==> src/rtl/seq_divider16.sv <==
// seq_divider16: unsigned restoring divider producing one quotient bit per clock
module seq_divider16 #(
  parameter int WIDTH = 16
) (
  input  logic             clk,
  input  logic             rst,
  input  logic             start,
  input  logic [WIDTH-1:0] dividend,
  input  logic [WIDTH-1:0] divisor,
  output logic             busy,
  output logic             done,
  output logic [WIDTH-1:0] quotient,
  output logic [WIDTH-1:0] remainder,
  output logic             div_by_zero
);
  localparam int CW = $clog2(WIDTH);
  typedef enum logic [1:0] {IDLE, RUN, DONE} state_t;
  state_t state, state_n;
  logic [CW-1:0] cnt;
  logic [WIDTH-1:0] part, part_n, dvd, dvd_n, dsr;
  logic [WIDTH:0] shifted, diff;
  logic q_bit, last, accept;
  always_comb begin
    shifted = {part, dvd[WIDTH-1]};
    diff = shifted - {1'b0, dsr};
    q_bit = ~diff[WIDTH];
    part_n = q_bit ? diff[WIDTH-1:0] : shifted[WIDTH-1:0];
    dvd_n = {dvd[WIDTH-2:0], q_bit};
    last = cnt == CW'(WIDTH - 1);
    accept = state == IDLE && start;
    state_n = state == IDLE ? (start ? (divisor == '0 ? DONE : RUN) : IDLE)
            : state == RUN ? (last ? DONE : RUN)
            : IDLE;
  end
  always_ff @(posedge clk)
    if (rst) state <= IDLE;
    else state <= state_n;
  always_ff @(posedge clk) begin
    if (rst) begin
      busy <= 1'b0;
      done <= 1'b0;
      cnt <= '0;
      part <= '0;
      dvd <= '0;
      dsr <= '0;
      quotient <= '0;
      remainder <= '0;
      div_by_zero <= 1'b0;
    end else begin
      busy <= state_n != IDLE;
      done <= state_n == DONE;
      if (accept) begin
        dvd <= dividend;
        dsr <= divisor;
        part <= '0;
        cnt <= '0;
        if (divisor == '0) begin
          quotient <= '1;
          remainder <= dividend;
          div_by_zero <= 1'b1;
        end
      end
      if (state == RUN) begin
        part <= part_n;
        dvd <= dvd_n;
        cnt <= cnt + 1'b1;
        if (last) begin
          quotient <= dvd_n;
          remainder <= part_n;
          div_by_zero <= 1'b0;
        end
      end
    end
  end
endmodule
==> config.mk <==
export PLATFORM = sky130hd
export DESIGN_NAME = seq_divider16
export DESIGN_NICKNAME = d
export VERILOG_FILES = /design/src/rtl/seq_divider16.sv
export SDC_FILE = /design/constraint.sdc
export NUM_CORES = 1
export LEC_CHECK = 0
export ABC_AREA = 0
export CORE_UTILIZATION = 50
export DETAILED_ROUTE_END_ITERATION = 10
export GPL_TIMING_DRIVEN = 0
export PLACE_DENSITY = 0.74
export SLEW_MARGIN = 5
export SYNTH_ARGS = -nofsm -noshare
export SYNTH_HDL_FRONTEND = slang
export SYNTH_SLANG_ARGS = --single-unit
==> constraint.sdc <==
create_clock -name clk -period 6.75 [get_ports clk]
set_clock_uncertainty 0.2 [all_clocks]
set_input_delay 1.35 -clock clk [delete_from_list [all_inputs] [get_ports clk]]
set_output_delay 1.35 -clock clk [all_outputs]
set_load 0.01 [all_outputs]
# == After elaboration in Yosys (flattened, before gate mapping) ==
# Cells that the tools add are included.
# op_classes
n_mux,24
add_sub_neg,2
bitwise,1
eq_ne,3
n_reduce_logical,5
# ops
operator,n
2-to-1 mux 16 bit,13
subtractor 17 x 16 -> 17 bit,1
zero test 16 bit,1
2-to-1 mux 2 bit,5
2-to-1 mux 4 bit,2
"adder 4 x 1 -> 4 bit, second input constant",1
"equality test 4 bit, second input constant",1
2-to-1 mux 1 bit,4
nonzero test 2 bit,2
"equality test 2 x 1 -> 1 bit, second input constant",1
"equality test 2 bit, second input constant",1
zero test 2 bit,1
logical AND 1 bit,1
inverter 1 bit,1
# totals
elab_cells,45
out_inout_bits,35
register_bits,89

# == Logic depth before layout (Yosys ltp) ==
# Gate-level depths: netlist (run 1).
# depth
depth_word,5
ltp_mapped,11
ltp_nobuf,9

# == Worst setup path after synthesis (run 1) ==
# Ideal clock, no wire load.
# synth_timing
path_kind,input to register
startpoint,in divisor[7]
endpoint,reg quotient[7]
required_ns,6.464
path_slack_ns,3.621
path_buffers,2
path_stages,7
arrival_ns,2.843
cell_sequence,nor4_1 -> nand4_1 -> nor2_1 -> buf_2 -> clkbuf_1 -> nor3_1 -> a211oi_1
# synth_between
elab_chain_len,5
# synth_rtl
item,line_no,source
"start, declared",9,"input logic [WIDTH-1:0] divisor,"
zero test 16 bit (*),57,if (divisor == '0) begin
2-to-1 mux 16 bit (*),57,
2-to-1 mux 16 bit (*),52,if (accept) begin
2-to-1 mux 16 bit,67,if (last) begin
2-to-1 mux 16 bit (*),63,if (state == RUN) begin
"end signal, assigned",68,quotient <= dvd_n;
"end, declared",12,"output logic [WIDTH-1:0] quotient,"
# Mark *: on every way between the ends. The rest lies on a longest branch, timed or not.
# A chain may end at the register's enable or synchronous reset.

# == Worst setup path after layout (run 1) ==
# layout_timing
startpoint,in divisor[0]
endpoint,reg quotient[11]
# Same word-level chain as after synthesis.

==> impl_summary.log, run 1 <==
[metrics] result of the run: finished, final reports clean
[metrics] share of cells above drive strength 1: 4.83%
[metrics] portion of the clock cycle consumed by the worst path in the final layout: 59.3%
[metrics] H-Tree Depth: 3
[metrics] cts hold-fix bufs: 0
[metrics] Synth Flop Type: dfxtp_1
[metrics] combinational family with the most area after synthesis: compound AO/OA/AOI/OAI gates
[metrics] register share of total power: 22.7%
[metrics] number of inserted diodes: 0
[metrics] share of the yosys chip area belonging to registers: 35.8%
[metrics] net switching share of the total power: 50.6%
[metrics] Root Driver: clkbuf_8
[metrics] detail-routed via count per cell: 5.99
[metrics] share of cell area taken by muxes after synthesis: 2.06%
[metrics] Synth Net Count: 693
[metrics] end of the worst register-to-register path: remainder[7]
[metrics] Netlist cell types: 57
[metrics] Residual DRC: 0
[metrics] fraction of the mapped netlist area in simple logic gates: 21.8%
[metrics] number of enable flip-flop cells after synthesis: 0
[metrics] register-to-register setup slack: 3.50 ns
[metrics] vias in the first global route: 4736
[metrics] total number of placement rows: 36
[metrics] number of warnings reported in the yosys synthesis log: 0
[metrics] start of the worst register-to-register path: dvd[15]
[metrics] PnR Total Power: 2.87 mW
[metrics] power density relative to cell area: 473 nW/um2
[metrics] global-route total usage across every layer: 30.5%
[metrics] combinational group share of total power: 62.2%
[metrics] worst setup path category: primary input to flip-flop
[metrics] synthesized-area fraction occupied by ao, oa, aoi and oai cells: 27.8%
[metrics] clock-pin slew of the registers on the worst-case setup and hold paths: 0.10 ns
[metrics] switching power summed over all nets: 1.45 mW
[metrics] peak ir drop on the vdd network: 353 uV
[metrics] Core Footprint: 9730 um2
[metrics] Die Area: 10400 um2
[metrics] RSZ-0062 raised after global routing: false
[metrics] Req. time, crit path: 6.83 ns
[metrics] effective utilization at floorplan: 51.2%
[metrics] final hold slack: 0.259 ns
[metrics] number of max-slew violations in the final report: 0
[metrics] launching element of the worst setup path: divisor[0]
[metrics] TritonCTS clock tree: yes
[metrics] post-synthesis async set-or-reset flop share: 0%
[metrics] final instance area: 6070 um2
[metrics] Mean Syn Cell Area: 7.78 um2
[metrics] Multi-input gate area: 2860 um2
[metrics] logic depth of the worst path, buffers included: 8
[metrics] Final #Nets: 773
[metrics] crit path capture type: flip-flop
[metrics] slowest cell delay on critical path: 0.50 ns
[metrics] clock network fraction of design power: 15.1%
[metrics] Iter 0 DRT Violations: 477
[metrics] number of setup violations in the final report: 0
[metrics] final-layout setup total negative slack: 0 ns
[metrics] min cycle time layout: 4.00 ns
[metrics] placer's final routability congestion estimate: 0.960
[metrics] post-placement worst setup slack: 2.43 ns
[metrics] class of the worst hold path: flip-flop to flip-flop
[metrics] vias: 5141
[metrics] Final Hold Violating Endpoints: 0
[metrics] Worst Tran Pin Value: 0.732 ns
[metrics] category of the worst setup path launch point: primary input
[metrics] post-synthesis xor/xnor area fraction: 1.06%
[metrics] critical-path maximum fanout: 10
[metrics] post-synthesis register bit count: 89
[metrics] Post-CTS Setup Repair Bufs: 0
[metrics] design internal power: 1.42 mW
[metrics] series of cell instances along the critical path: clkdlybuf4s50_1 > nor4_1 > nand4_1 > nor2_1 > buf_2 > clkbuf_1 > nor3_1 > a211oi_1
[metrics] antenna violations before repair: 0
[metrics] Die Span X: 102 um
[metrics] cell class contributing the biggest share of worst-path delay: buffers and inverters
[metrics] Synth Cell Area: 4980 um2
[metrics] cell area reported after detailed placement: 5830 um2
[metrics] number of clock sinks: 89
[metrics] Filler Cells Inserted: 893
[metrics] maximum number of pins on one net before global-route repair: 16
[metrics] clk_lat worst skew: 0.37 ns
[metrics] logic depth of the worst register-to-register path: 10
[metrics] headroom to the max-slew limit: 51.0%
[metrics] max-capacitance violation count: 0
[metrics] total half-perimeter wirelength after legalization and detailed placement: 12000 um
[metrics] deepest clock path buffer count: 2
[metrics] end of the critical path: quotient[11]
[metrics] cell with the biggest individual delay on the critical path: nor2_1
[metrics] arrival time at the worst endpoint: 4.09 ns
[metrics] grt total ovfl: 0
[metrics] crit path buf inv count: 3
[metrics] number of top-level pins: 70
[metrics] first drt pass iteration count: 6
[metrics] layout-stage area growth over the synthesis result: 22.0%
[metrics] final worst setup slack: 2.75 ns
[metrics] Max Fclk: 250 MHz
[metrics] wire length of the first global-routing pass: 24100 um
[metrics] final routed wirelength across all metal layers: 15300 um
[metrics] cell count after synthesis: 640
[metrics] height of the die: 102 um
[metrics] post-DR wirelength/cell: 17.8 um
[metrics] adder-cell share of the synthesized area: 4.68%
[metrics] post_cts resized: 0
[metrics] clock buffers created by TritonCTS: 9
[metrics] sequential cell area in the final layout: 1780 um2
[metrics] Lkg Pwr: 2.16 nW
[metrics] post-route antenna net violation count: 0
[metrics] number of I/O port buffers: 69
==> cells in the mapped netlist, types with 3 or more instances <==
library cell  count  share of area [%]
a211oi_1         51                7.7
a21o_1           10                1.5
a21oi_1          49                4.9
a22oi_1           3               0.45
a311oi_1         11                1.9
a31oi_1           4               0.50
and2_1            4               0.50
and4_1            3               0.53
buf_1             4               0.30
buf_2             8               0.80
clkbuf_1         39                2.9
dfxtp_1          89                 36
ha_1             17                4.3
inv_1            37                2.8
mux2i_1           8                1.6
nand2_1          70                5.3
nand2b_1          5               0.63
nand3_1          20                2.0
nand4_1          14                1.8
nor2_1           60                4.5
nor2b_1          12                1.5
nor3_1           24                2.4
nor4_1            5               0.63
o211ai_1         19                2.9
o21a_1            5               0.75
o21ai_0          25                2.5
o31a_1            3               0.53
xnor2_1           5               0.88
==> cell usage in the layout (no fill, tap or decap), types with 3 or more instances in the layout <==
cell / synthesis / routed
a21o_1: 10 / 10
clkdlybuf4s50_1: 0 / 69
nand2_1: 70 / 70
buf_2: 8 / 8
a22oi_1: 3 / 3
nor3_1: 24 / 24
nor2_1: 60 / 60
clkbuf_1: 39 / 39
nand2b_1: 5 / 5
xnor2_1: 5 / 5
inv_1: 37 / 37
o31a_1: 3 / 3
a21oi_1: 49 / 49
and4_1: 3 / 3
dfxtp_1: 89 / 89
and2_1: 4 / 4
nor4_1: 5 / 5
nand3_1: 20 / 20
o211ai_1: 19 / 19
nor2b_1: 12 / 12
a31oi_1: 4 / 4
o21ai_0: 25 / 25
a211oi_1: 51 / 51
mux2i_1: 8 / 8
a311oi_1: 11 / 11
buf_1: 4 / 4
clkbuf_8: 0 / 11
o21a_1: 5 / 5
nand4_1: 14 / 14
ha_1: 17 / 17
==> tightest hold or removal path: cells and delay by family (launching register included) <==
| family | cells | cell delay, ns |
|---|---|---|
| flip-flops | 1 | 0.32 |
| AND/OR/NAND/NOR | 1 | 0.05 |
| AO/OA/AOI/OAI | 1 | 0.05 |
==> power groups by stage <==
stage | combinational (mW) | sequential (mW) | clock, mW
floorplan | 1.26 | 0.630 | 0
global placement | 1.69 | 0.657 | 0
detailed placement | 1.72 | 0.658 | 0
CTS | 1.74 | 0.645 | 0.437
global route | 1.93 | 0.655 | 0.455
finish | 1.79 | 0.650 | 0.434
==> area by class of cell <==
class,count,area share [%]
Sequential cell,89,29.3
Inverter,37,2.29
Timing Repair Buffer,69,11.4
Clock buffer,11,2.49
Multi-Input combinational cell,463,47.0
Clock inverter,5,1.40
Tap cell,133,2.74
Buffer,51,3.32
==> cell families after synthesis <==
logic type                 count (synthesis)
and+or+nand+nor                          228
AOI/OAI and AO/OA                        201
DFF                                       89
buffers and inverters                     88
adders and majority gates                 18
muxes                                     10
xor gates and xnor gates                   6
==> through the flow <==
step                utilization [%]  std cells
floorplan                         -        640
global placement               60.0        842
detailed placement             60.0        842
CTS                            62.4        858
global route                   62.4        858
finish                         62.4        858
==> state kept, by name, indices dropped and copies added (netlist names) <==
name and flops:
dsr 16, dvd 16, part 16, quotient 16
remainder 16, cnt 4, state 2, busy 1
div_by_zero 1, done 1
==> per-layer routing <==
layer | global-route usage (%) | routed length [um] | up-vias | share of wire, %
met5 | 0 | 0 | - | 0
met1 | 38.7 | 6630 | 2414 | 43
met2 | 51.4 | 7190 | 204 | 47
met4 | 13.8 | 567 | 0 | 3.7
met3 | 3.93 | 915 | 36 | 6.0
li1 | - | - | 2487 | -
==> worst min path at each step <==
stage               cells after the start      end     from
finish                                  2  dsr[14]  dsr[14]
global route                            2  dsr[14]  dsr[14]
CTS                                     2  dsr[14]  dsr[14]
detailed placement                      2  dsr[14]  dsr[14]
global placement                        2  dsr[13]  dsr[13]
floorplan                               2  dsr[10]  dsr[10]
No activity file was read; power rests on OpenSTA's default activity.
==> run 2, diff against run 1 <==
--- a/config.mk
+++ b/config.mk
@@ -9,7 +9,7 @@
 export CORE_UTILIZATION = 50
 export DETAILED_ROUTE_END_ITERATION = 10
 export GPL_TIMING_DRIVEN = 0
-export PLACE_DENSITY = 0.74
+export PLACE_DENSITY = 0.77
 export SLEW_MARGIN = 5
 export SYNTH_ARGS = -nofsm -noshare
 export SYNTH_HDL_FRONTEND = slang
==> constraint.sdc (replaced) <==
create_clock -name clk -period 3.5 [get_ports clk]
set_clock_uncertainty 0.2 [all_clocks]
set_input_delay 0.7 -clock clk [delete_from_list [all_inputs] [get_ports clk]]
set_output_delay 0.7 -clock clk [all_outputs]
set_load 0.01 [all_outputs]
==> run 2 against run 1 <==
- clock-buffer cell count decreased by 1
- flip-flop and latch count unchanged
- die area unchanged
- sequential share of layout area increased by 0.28 points
- total power increased by 87%
- design area decreased by 0.95%
- hold slack improved by 0.0031 ns
- core utilization decreased by 0.59 points
- combinational power increased by 92%
- non-clock buffer count unchanged
- critical path type unchanged
==> impl_summary.log, run 2 (synthesized netlist as in run 1, its figures left out) <==
[metrics] placer's final routability congestion estimate: 0.939
[metrics] crit path capture type: flip-flop
[metrics] height of the die: 102 um
[metrics] Worst Tran Pin Value: 0.798 ns
[metrics] leading cell type in the layout, fill and taps excluded: dfxtp_1
[metrics] launching element of the worst setup path: divisor[10]
[metrics] class of the worst hold path: flip-flop to flip-flop
[metrics] antenna violations before repair: 0
[metrics] series of cell instances along the critical path: clkdlybuf4s50_1 > nor4_1 > nand4_1 > nor2_1 > buf_2 > clkbuf_1 > nor3_1 > a211oi_1
[metrics] effective utilization at floorplan: 51.2%
[metrics] number of max-slew violations in the final report: 0
[metrics] Residual DRC: 0
[metrics] clk_lat worst skew: 0.37 ns
[metrics] deepest clock path buffer count: 2
[metrics] logic depth of the worst register-to-register path: 8
[metrics] cell depth of the worst min-delay path: 2
[metrics] cts hold-fix bufs: 0
[metrics] origin of the worst min-delay path: dsr[9]
[metrics] max-capacitance violation count: 0
[metrics] worst setup path category: primary input to flip-flop
[metrics] Max Fclk: 298 MHz
[metrics] number of inserted diodes: 0
[metrics] detail-routed via count per cell: 6.05
[metrics] post_cts resized: 0
[metrics] register-to-register setup slack: 0.28 ns
[metrics] RSZ-0062 raised after global routing: false
[metrics] switching power summed over all nets: 2.79 mW
[metrics] min cycle time layout: 3.35 ns
[metrics] total number of placement rows: 36
[metrics] Post-CTS Setup Repair Bufs: 0
[metrics] clock-pin slew of the registers on the worst-case setup and hold paths: 0.10 ns
[metrics] peak ir drop on the vdd network: 789 uV
[metrics] first drt pass iteration count: 6
[metrics] post-DR wirelength/cell: 17.7 um
[metrics] critical-path maximum fanout: 10
[metrics] arrival time at the worst endpoint: 3.43 ns
[metrics] Lkg Pwr: 2.13 nW
[metrics] Final Hold Violating Endpoints: 0
[metrics] clock buffers created by TritonCTS: 9
[metrics] total half-perimeter wirelength after legalization and detailed placement: 11900 um
[metrics] register share of total power: 23.4%
[metrics] number of setup violations in the final report: 0
[metrics] clock network fraction of design power: 12.3%
[metrics] number of I/O port buffers: 69
[metrics] wire length of the first global-routing pass: 23700 um
[metrics] net switching share of the total power: 52.1%
[metrics] final routed wirelength across all metal layers: 15100 um
[metrics] final core utilization: 61.8%
[metrics] Iter 0 DRT Violations: 536
[metrics] category of the worst setup path launch point: primary input
[metrics] H-Tree Depth: 3
[metrics] result of the run: finished, final reports clean
[metrics] start of the worst register-to-register path: part[10]
[metrics] Core Footprint: 9730 um2
[metrics] number of top-level pins: 70
[metrics] number of clock sinks: 89
[metrics] Final #Nets: 773
[metrics] TritonCTS clock tree: yes
[metrics] portion of the clock cycle consumed by the worst path in the final layout: 95.7%
[metrics] maximum number of pins on one net before global-route repair: 16
[metrics] slowest cell delay on critical path: 0.51 ns
[metrics] post-route antenna net violation count: 0
[metrics] design internal power: 2.57 mW
[metrics] PnR Total Power: 5.36 mW
[metrics] combinational group share of total power: 64.3%
[metrics] Root Driver: clkbuf_8
[metrics] cell with the biggest individual delay on the critical path: clkbuf_1
[metrics] Die Area: 10400 um2
[metrics] Die Span X: 102 um
[metrics] post-route insts no fill: 857
[metrics] power density relative to cell area: 891 nW/um2
[metrics] cell total after placement: 842
[metrics] share of cells above drive strength 1: 4.70%
[metrics] vias in the first global route: 4740
[metrics] layout-stage area growth over the synthesis result: 20.8%
[metrics] headroom to the max-slew limit: 46.6%
[metrics] vias: 5187
[metrics] grt total ovfl: 0
[metrics] most frequent cells in the layout: dfxtp_1, nand2_1, clkdlybuf4s50_1
[metrics] global-route total usage across every layer: 30.0%
[metrics] Req. time, crit path: 3.58 ns
[run 2: layout make-up]
type,instances,area [um2]
tap,133,166
buffer,51,201
clock buffer,10,138
multi-input combinational,463,2860
clock inverter,5,41.3
fill,899,3720
timing repair buffer,69,691
inverter,37,139
sequential,89,1780
[run 2: stage by stage]
stage          hold WS, ns  setup TNS [ns]  setup WS (ns)  instance area, um2
2_1_floorplan        0.236               0          0.780                4980
3_3_place_gp         0.245          -0.575        -0.0825                5830
3_5_place_dp         0.247           -1.23         -0.184                5830
4_1_cts              0.261               0          0.198                6010
5_1_grt              0.284               0         0.0142                6010
6_report             0.263               0          0.150                6010
[run 2: path summary, 6_finish.rpt]
| check | endpoint |
|---|---|
| setup / recovery | quotient[8] |
| hold reg to reg | dsr[9] |
| hold / removal | dsr[9] |
| setup reg to reg | remainder[14] |
[run 2: power groups by stage]
stage	Clock (mW)	Combinational (mW)	Sequential, mW
floorplan	0	2.44	1.22
global placement	0	3.26	1.27
detailed placement	0	3.30	1.27
CTS	0.664	3.32	1.25
global route	0.711	3.69	1.27
finish	0.661	3.44	1.25
[run 2: routing by layer]
layer  GRT usage [%]  routed length, um  part of all wire (%)
met5               0                  0                     0
met4            16.3                717                   4.7
met3            4.07               1150                   7.6
met2            49.4               7000                    46
met1            38.0               6280                    41
[run 2: critical path: cells and delay by family]
kind	cells	cell delay (ns)
AO/OA/AOI/OAI	1	0.25
buffers and inverters	3	1.26
AND/OR/NAND/NOR	4	1.22
